--- src/rtl/l1_servo_pkg.sv ---
// l1_threshold_servo shared types and servo step arithmetic.
// Imported by the servo top, its calc datapath and the interface.
package l1_servo_pkg;

    localparam int THRESH_W = 18;
    localparam int SCAL_W   = 32;

    typedef enum logic [2:0] {
        S_IDLE,
        S_RD_ADDR,
        S_RD_WAIT,
        S_CALC,
        S_LOAD,
        S_NEXT,
        S_COMMIT
    } state_t;

    function automatic logic [THRESH_W-1:0] servo_step(
        input logic [SCAL_W-1:0]   count,
        input logic [SCAL_W-1:0]   target,
        input logic [15:0]         delta,
        input logic [THRESH_W-1:0] thresh,
        input logic [THRESH_W-1:0] min,
        input logic [THRESH_W-1:0] max,
        input logic [THRESH_W-1:0] step_s,
        input logic [THRESH_W-1:0] step_l
    );
        logic [32:0] c33, t33, d33, hi, lo, err, d4;
        logic [18:0] stp, th19, res;
        c33  = {1'b0, count};
        t33  = {1'b0, target};
        d33  = {17'd0, delta};
        hi   = t33 + d33;
        lo   = (d33 > t33) ? 33'd0 : t33 - d33;
        err  = (c33 >= t33) ? c33 - t33 : t33 - c33;
        d4   = {15'd0, delta, 2'b00};
        stp  = (err > d4) ? {1'b0, step_l} : {1'b0, step_s};
        th19 = {1'b0, thresh};
        if (c33 > hi)
            res = th19 + stp;
        else if (c33 < lo)
            res = (th19 < stp) ? 19'd0 : th19 - stp;
        else
            res = th19;
        if (res > {1'b0, max})
            res = {1'b0, max};
        if (res < {1'b0, min})
            res = {1'b0, min};
        return res[THRESH_W-1:0];
    endfunction

endpackage

--- src/rtl/l1_threshold_servo_if.sv ---
// Manual threshold access and trigger load bus.
// master = host/trigger side, slave = servo.
interface l1_threshold_servo_if #(
    parameter int NBEAMS = 2
);
    import l1_servo_pkg::*;

    logic [5:0]          thresh_idx_i;
    logic [THRESH_W-1:0] thresh_dat_i;
    logic                thresh_wr_i;
    logic                thresh_upd_i;
    logic                thresh_ack_o;
    logic [THRESH_W-1:0] thresh_dat_o;
    logic [THRESH_W-1:0] thresh_o;
    logic [NBEAMS-1:0]   thresh_ce_o;
    logic                update_o;

    modport master (
        output thresh_idx_i, thresh_dat_i,
        output thresh_wr_i, thresh_upd_i,
        input  thresh_ack_o, thresh_dat_o,
        input  thresh_o, thresh_ce_o, update_o
    );

    modport slave (
        input  thresh_idx_i, thresh_dat_i,
        input  thresh_wr_i, thresh_upd_i,
        output thresh_ack_o, thresh_dat_o,
        output thresh_o, thresh_ce_o, update_o
    );
endinterface

--- src/rtl/l1_servo_calc.sv ---
// Registered CALC datapath: one new threshold per enable.
// Result is valid the cycle after en.
module l1_servo_calc
    import l1_servo_pkg::*;
#(
    parameter logic [THRESH_W-1:0] THRESH_MIN = 18'd0,
    parameter logic [THRESH_W-1:0] THRESH_MAX = 18'h3FFFF,
    parameter logic [THRESH_W-1:0] STEP_SMALL = 18'd1,
    parameter logic [THRESH_W-1:0] STEP_LARGE = 18'd16
) (
    input  logic                clk,
    input  logic                rst_n,
    input  logic                en,
    input  logic [SCAL_W-1:0]   count_i,
    input  logic [SCAL_W-1:0]   target_i,
    input  logic [15:0]         delta_i,
    input  logic [THRESH_W-1:0] thresh_i,
    output logic [THRESH_W-1:0] thresh_o
);

    always_ff @(posedge clk or negedge rst_n) begin
        if (!rst_n)
            thresh_o <= '0;
        else if (en)
            thresh_o <= servo_step(count_i, target_i, delta_i,
                                   thresh_i, THRESH_MIN, THRESH_MAX,
                                   STEP_SMALL, STEP_LARGE);
    end

endmodule

--- src/rtl/l1_threshold_servo.sv ---
// Closed-loop L1 trigger threshold servo with manual
// write/readback and trigger update streaming.
module l1_threshold_servo
    import l1_servo_pkg::*;
#(
    parameter int                  NBEAMS      = 2,
    parameter logic [THRESH_W-1:0] THRESH_INIT = 18'd16000,
    parameter logic [THRESH_W-1:0] THRESH_MIN  = 18'd0,
    parameter logic [THRESH_W-1:0] THRESH_MAX  = 18'h3FFFF,
    parameter logic [THRESH_W-1:0] STEP_SMALL  = 18'd1,
    parameter logic [THRESH_W-1:0] STEP_LARGE  = 18'd16
) (
    input  logic              wb_clk_i,
    input  logic              wb_rst_n_i,
    input  logic              servo_enable_i,
    input  logic              count_done_i,
    output logic [5:0]        scal_idx_o,
    input  logic [SCAL_W-1:0] scal_dat_i,
    input  logic [SCAL_W-1:0] target_rate_i,
    input  logic [15:0]       target_delta_i,
    output logic              busy_o,
    output logic              overrun_o,
    l1_threshold_servo_if.slave bus
);

    localparam int BW = (NBEAMS > 1) ? $clog2(NBEAMS) : 1;

    logic [1:0]          rst_sync;
    logic                rst_n;
    state_t              st_q, st_d;
    logic [BW-1:0]       beam_q, beam_d;
    logic                servo_q, servo_d;
    logic                wr_en;
    logic                idx_ok;
    logic [BW-1:0]       idx_b;
    logic [THRESH_W-1:0] thr_q [NBEAMS];
    logic [THRESH_W-1:0] calc_q;

    // Async assert, sync release of the internal reset.
    always_ff @(posedge wb_clk_i or negedge wb_rst_n_i) begin
        if (!wb_rst_n_i)
            rst_sync <= 2'b00;
        else
            rst_sync <= {rst_sync[0], 1'b1};
    end
    assign rst_n = rst_sync[1];

    assign idx_ok = {26'd0, bus.thresh_idx_i} < 32'(NBEAMS);
    assign idx_b  = bus.thresh_idx_i[BW-1:0];

    l1_servo_calc #(
        .THRESH_MIN (THRESH_MIN),
        .THRESH_MAX (THRESH_MAX),
        .STEP_SMALL (STEP_SMALL),
        .STEP_LARGE (STEP_LARGE)
    ) u_calc (
        .clk      (wb_clk_i),
        .rst_n    (rst_n),
        .en       (st_q == S_CALC),
        .count_i  (scal_dat_i),
        .target_i (target_rate_i),
        .delta_i  (target_delta_i),
        .thresh_i (thr_q[beam_q]),
        .thresh_o (calc_q)
    );

    always_ff @(posedge wb_clk_i or negedge rst_n) begin
        if (!rst_n) begin
            st_q    <= S_IDLE;
            beam_q  <= '0;
            servo_q <= 1'b0;
        end else begin
            st_q    <= st_d;
            beam_q  <= beam_d;
            servo_q <= servo_d;
        end
    end

    always_comb begin
        st_d             = st_q;
        beam_d           = beam_q;
        servo_d          = servo_q;
        wr_en            = 1'b0;
        bus.thresh_ack_o = 1'b0;
        unique case (st_q)
            S_IDLE: begin
                if (count_done_i && servo_enable_i) begin
                    st_d    = S_RD_ADDR;
                    beam_d  = '0;
                    servo_d = 1'b1;
                end else if (bus.thresh_upd_i) begin
                    bus.thresh_ack_o = 1'b1;
                    st_d             = S_LOAD;
                    beam_d           = '0;
                    servo_d          = 1'b0;
                end else if (bus.thresh_wr_i) begin
                    bus.thresh_ack_o = 1'b1;
                    wr_en            = idx_ok;
                end
            end
            S_RD_ADDR: st_d = S_RD_WAIT;
            S_RD_WAIT: st_d = S_CALC;
            S_CALC:    st_d = S_LOAD;
            S_LOAD:    st_d = S_NEXT;
            S_NEXT: begin
                if (beam_q == BW'(NBEAMS - 1)) begin
                    st_d = S_COMMIT;
                end else begin
                    beam_d = beam_q + 1'b1;
                    st_d   = servo_q ? S_RD_ADDR : S_LOAD;
                end
            end
            S_COMMIT:  st_d = S_IDLE;
            default:   st_d = S_IDLE;
        endcase
    end

    always_comb begin
        busy_o          = (st_q != S_IDLE);
        overrun_o       = busy_o && count_done_i && servo_enable_i;
        bus.update_o    = (st_q == S_COMMIT);
        scal_idx_o      = 6'd0;
        bus.thresh_o    = '0;
        bus.thresh_ce_o = '0;
        if (st_q == S_RD_ADDR || st_q == S_RD_WAIT || st_q == S_CALC)
            scal_idx_o = 6'(beam_q);
        // A servo pass loads the freshly computed value.
        if (st_q == S_LOAD) begin
            bus.thresh_o    = servo_q ? calc_q : thr_q[beam_q];
            bus.thresh_ce_o = NBEAMS'(1) << beam_q;
        end
    end

    always_ff @(posedge wb_clk_i or negedge rst_n) begin
        if (!rst_n) begin
            for (int i = 0; i < NBEAMS; i++)
                thr_q[i] <= THRESH_INIT;
        end else begin
            if (wr_en)
                thr_q[idx_b] <= bus.thresh_dat_i;
            if (st_q == S_LOAD && servo_q)
                thr_q[beam_q] <= calc_q;
        end
    end

    always_ff @(posedge wb_clk_i or negedge rst_n) begin
        if (!rst_n)
            bus.thresh_dat_o <= '0;
        else
            bus.thresh_dat_o <= idx_ok ? thr_q[idx_b] : '0;
    end

endmodule

--- src/flat_wrapper.sv ---
// flat-port wrapper written by rule: the top's interface ports become plain ports
module l1_threshold_servo_flat import l1_servo_pkg::*;
#(
    parameter int                  NBEAMS      = 2,
    parameter logic [THRESH_W-1:0] THRESH_INIT = 18'd16000,
    parameter logic [THRESH_W-1:0] THRESH_MIN  = 18'd0,
    parameter logic [THRESH_W-1:0] THRESH_MAX  = 18'h3FFFF,
    parameter logic [THRESH_W-1:0] STEP_SMALL  = 18'd1,
    parameter logic [THRESH_W-1:0] STEP_LARGE  = 18'd16
)
  (wb_clk_i, wb_rst_n_i, servo_enable_i, count_done_i, scal_idx_o, scal_dat_i, target_rate_i, target_delta_i, busy_o, overrun_o, bus_thresh_idx_i, bus_thresh_dat_i, bus_thresh_wr_i, bus_thresh_upd_i, bus_thresh_ack_o, bus_thresh_dat_o, bus_thresh_o, bus_thresh_ce_o, bus_update_o);
  l1_threshold_servo_if #(.NBEAMS(NBEAMS)) bus_i ();
  input  logic wb_clk_i;
  input  logic wb_rst_n_i;
  input  logic servo_enable_i;
  input  logic count_done_i;
  output logic [5:0] scal_idx_o;
  input  logic [SCAL_W-1:0] scal_dat_i;
  input  logic [SCAL_W-1:0] target_rate_i;
  input  logic [15:0] target_delta_i;
  output logic busy_o;
  output logic overrun_o;
  input wire logic [$bits(bus_i.thresh_idx_i)-1:0] bus_thresh_idx_i;
  input wire logic [$bits(bus_i.thresh_dat_i)-1:0] bus_thresh_dat_i;
  input wire logic [$bits(bus_i.thresh_wr_i)-1:0] bus_thresh_wr_i;
  input wire logic [$bits(bus_i.thresh_upd_i)-1:0] bus_thresh_upd_i;
  output wire logic [$bits(bus_i.thresh_ack_o)-1:0] bus_thresh_ack_o;
  output wire logic [$bits(bus_i.thresh_dat_o)-1:0] bus_thresh_dat_o;
  output wire logic [$bits(bus_i.thresh_o)-1:0] bus_thresh_o;
  output wire logic [$bits(bus_i.thresh_ce_o)-1:0] bus_thresh_ce_o;
  output wire logic [$bits(bus_i.update_o)-1:0] bus_update_o;
  assign bus_i.thresh_idx_i = bus_thresh_idx_i;
  assign bus_i.thresh_dat_i = bus_thresh_dat_i;
  assign bus_i.thresh_wr_i = bus_thresh_wr_i;
  assign bus_i.thresh_upd_i = bus_thresh_upd_i;
  assign bus_thresh_ack_o = bus_i.thresh_ack_o;
  assign bus_thresh_dat_o = bus_i.thresh_dat_o;
  assign bus_thresh_o = bus_i.thresh_o;
  assign bus_thresh_ce_o = bus_i.thresh_ce_o;
  assign bus_update_o = bus_i.update_o;
  l1_threshold_servo #(.NBEAMS(NBEAMS), .THRESH_INIT(THRESH_INIT), .THRESH_MIN(THRESH_MIN), .THRESH_MAX(THRESH_MAX), .STEP_SMALL(STEP_SMALL), .STEP_LARGE(STEP_LARGE)) u_core (.wb_clk_i(wb_clk_i), .wb_rst_n_i(wb_rst_n_i), .servo_enable_i(servo_enable_i), .count_done_i(count_done_i), .scal_idx_o(scal_idx_o), .scal_dat_i(scal_dat_i), .target_rate_i(target_rate_i), .target_delta_i(target_delta_i), .busy_o(busy_o), .overrun_o(overrun_o), .bus(bus_i));
endmodule
--- config.mk ---
export PLATFORM = sky130hd
export DESIGN_NAME = l1_threshold_servo_flat
export DESIGN_NICKNAME = d
export VERILOG_FILES = /design/src/rtl/l1_servo_pkg.sv /design/src/rtl/l1_threshold_servo_if.sv /design/src/rtl/l1_servo_calc.sv /design/src/rtl/l1_threshold_servo.sv /design/src/flat_wrapper.sv
export SDC_FILE = /design/constraint.sdc
export NUM_CORES = 1
export LEC_CHECK = 0
export ABC_CLOCK_PERIOD_IN_PS = 3300
export BUFFER_PORTS_ARGS = -buffer_cell sky130_fd_sc_hd__buf_2
export CELL_PAD_IN_SITES_DETAIL_PLACEMENT = 0
export CELL_PAD_IN_SITES_GLOBAL_PLACEMENT = 1
export CORE_AREA = 2 2 180 182
export DETAILED_ROUTE_END_ITERATION = 8
export DIE_AREA = 0 0 182 184
export GPL_TIMING_DRIVEN = 0
export HOLD_SLACK_MARGIN = 0.15
export PLACE_DENSITY_LB_ADDON = 0.1
export SKIP_CTS_REPAIR_TIMING = 1
export SLEW_MARGIN = 10
export SYNTH_ARGS = -nofsm -noshare
export SYNTH_HDL_FRONTEND = slang
export SYNTH_SLANG_ARGS = --single-unit
--- constraint.sdc ---
create_clock -name wb_clk_i -period 3.3 [get_ports wb_clk_i]
set_clock_uncertainty 0.2 [all_clocks]
set_input_delay 0.165 -clock wb_clk_i [delete_from_list [all_inputs] [get_ports wb_clk_i]]
set_output_delay 0.165 -clock wb_clk_i [all_outputs]
set_load 0.01 [all_outputs]
==> results.md <==
- Top Ports: 158
- CP arrival: 6.88 ns
- Final setup viols: 18
- Gpl congestion: 0.9279
- Crit path kind: input port to register
- Yosys warning count: 0
- P&R area growth vs syn: 28.27%
- Violated checks: negative setup slack
- Clock buffer depth: 2
- Dpl cells: 2221
- Measured slew at the worst slew-check pin: 0.9012 ns
- Nets: 2222
- Slowest cell on crit path: nor4b_4
- Total vias in the final route: 13029
- Post-Layout Cell Count: 2334
- Clock slew at reported path FFs: 0.06 ns
- Syn_area_per_cell: 7.528 sq um
- IO buf count: 152
- Max_slew headroom: 39.72%
- Count of clock tree sinks: 79
- Setup crit start kind: input port
- Clk_lat worst skew: 0.34 ns
- Share of layout cells above drive strength 1: 23.24%
- Core Area: 31390 sq um
- Post-DP HPWL: 36030 um
- Detail Route Antenna Nets: 0
- Number of vias per cell: 5.582
- Status: finished, violations left
- CTS root buf: clkbuf_16
- Most frequent cells in the layout: nor2_1, ha_1, a21oi_1, buf_2, nand2_1
- RSZ-0062 raised after global routing: yes
- First-pass GRT wire length: 67370 um
- Layout fillers: 3176
- Leak: 7.562 nW
- Req. time, crit path: 3.32 ns
- Post-synthesis register bit count: 79
- Chip Width: 182 um
- Crit path largest cell delay: 0.37 ns
- Most common cell after layout, fill and taps aside: nor2_1
- Worst reg2reg path startpoint: u_core.beam_q
- Hold_sp: bus_thresh_idx_i[0]
- Final worst slack: -3.558 ns
- Hold Path Class: input port to register
- Largest net degree at the start of global routing: 49
- CTS H-tree depth: 3
- Sequential area share after synthesis: 15.92%
- Gr ovfl total: 0
- Detailed Route Iter0 Violations: 739
- CTS tree: yes
- WL/cell: 18.90 um
- Drt drc: 0
- Cell Pwr Density: 484.2 nW/um^2
- # rows: 65
- CTS Buf Count: 9
- Mapped cell area: 12510 sq um
- Max-slew violation count: 0
- Total track usage: 25.40%
- Ant. Diodes: 0
- Most used cell, CP: o21ai_2
- CP Launch Point: scal_dat_i[27]
- Initial Util: 39.85%
- Router iterations before antenna repair: 5
- Vias in the first global route: 12274
- Synth Instances: 1662
- Distinct cells, synth: 89
- Routed WL: 44120 um
- Max-cap violations: 0
- Final Hold Fails: 0
- Share of flip-flops with an asynchronous set or reset: 100.0%
- Peak supply drop: 0.3006 mV
- Crit Path Max Fanout: 10
- Final worst path period need: 6.858 ns
- Fmax: 145.8 MHz
- WHS: 0.1401 ns
- Prevailing post-synth register cell: dfrtp_1
- Crit end category: register
- Die ar.: 33490 sq um
- Die height: 184 um
- EDFF count, synth: 0
- Period utilization: 207.8%
- Initial antenna violation count: 0
-- path summary, 6_finish.rpt --
check / endpoint / slack, ns / cells after the start
setup / recovery: u_core.u_calc.thresh_o[7] / -3.56 / 41
hold / removal: u_core.thr_q[22] / 0.14 / 4
setup reg to reg: u_core.u_calc.thresh_o[7] / -1.15 / 17
hold reg to reg: u_core.rst_sync[1] / 0.16 / 0
max in group asynchronous: u_core.u_calc.thresh_o[14] / 1.35 / 1
min in group asynchronous: u_core.thr_q[12] / 0.22 / 0
-- where the power goes --
group          internal, mW  total, mW  switching [mW]
clock                 0.742       1.16           0.418
sequential             1.37       1.73           0.368
combinational          2.04       4.88            2.84
total                  4.15       7.77            3.62
-- sequential cells by signal, summed over array words and instances (netlist names) --
signal	count
u_core.st_q	3
u_core.servo_q	1
u_core.u_calc.thresh_o	18
u_core.bus.thresh_dat_o	18
u_core.beam_q	1
u_core.thr_q	36
u_core.rst_sync	2
-- area by class of cell --
type / count / area (sq um) / share of cell area, %
Multi-Input combinational cell: 1384 / 10410 / 64.88
Sequential cell: 79 / 1996 / 12.44
Timing Repair Buffer: 258 / 1772 / 11.04
Buffer: 71 / 538.0 / 3.353
Tap cell: 402 / 503.0 / 3.134
Inverter: 124 / 483.0 / 3.010
Clock buffer: 9 / 225.2 / 1.403
Clock inverter: 7 / 120.1 / 0.7485
-- per-layer routing --
metal	wire length (um)	part of all wire, %	track usage [%]	vias up
li1	-	-	-	6490
met1	20370	46	33.62	6138
met2	21120	48	44.47	340
met3	1514	3.4	1.466	61
met4	1114	2.5	7.742	0
met5	0	0	0	-
-- metrics by stage --
step                      worst slack, ns  total power [mW]  setup TNS, ns  utilization [%]  instance area, sq um
final                              -3.558             7.770         -62.97            51.12                 16050
after floorplan                    -2.929             4.790         -51.46                -                 12940
after detailed placement           -4.675             6.141         -87.01            45.35                 14240
after global routing               -3.854             8.399         -68.46            51.12                 16050
after global placement             -4.715             6.089        -108.43            45.25                 14200
after CTS                          -4.369             7.329         -83.73            46.45                 14580
-- worst max-delay path, delay by kind of cell --
kind                     cells  cell delay, ns
buffers and inverters        8            1.03
adder cells (fa/ha/maj)      3            0.75
XOR/XNOR                     1            0.18
AND/OR/NAND/NOR             16            2.71
AO/OA/AOI/OAI               13            2.03
-- cells by family after synthesis --
family          count (synthesis)  share of synthesized area [%]
fa+ha+maj                     185                          18.74
xor+xnor                       77                          5.390
simple gates                  542                          21.07
flops                          79                          15.92
buf+inv                       203                          6.671
other cells                     2                        0.06003
mux                            96                          7.871
compound gates                478                          24.27
-- Yosys cell counts (all sizes together) (11+ instances only) --
master / n / area, sq um
nor2: 183 / 686.9
ha: 181 / 2265
a21oi: 163 / 823.3
nand2: 125 / 471.7
inv: 124 / 465.5
o21ai: 106 / 530.5
mux2i: 87 / 883.4
dfrtp: 67 / 1677
xnor2: 55 / 481.7
a21o: 49 / 367.9
clkbuf: 43 / 161.4
nor3: 41 / 210.2
buf: 36 / 207.7
nand3: 35 / 175.2
nand4: 32 / 200.2
a31oi: 22 / 158.9
xor2: 22 / 192.7
and3: 20 / 135.1
or3: 20 / 130.1
o21bai: 16 / 120.1
nor2b: 15 / 93.84
nand2b: 14 / 87.58
o21a: 14 / 105.1
a211oi: 12 / 90.09
dfstp: 12 / 315.3
nor4: 11 / 90.08
(Power assumes the default switching activity.)
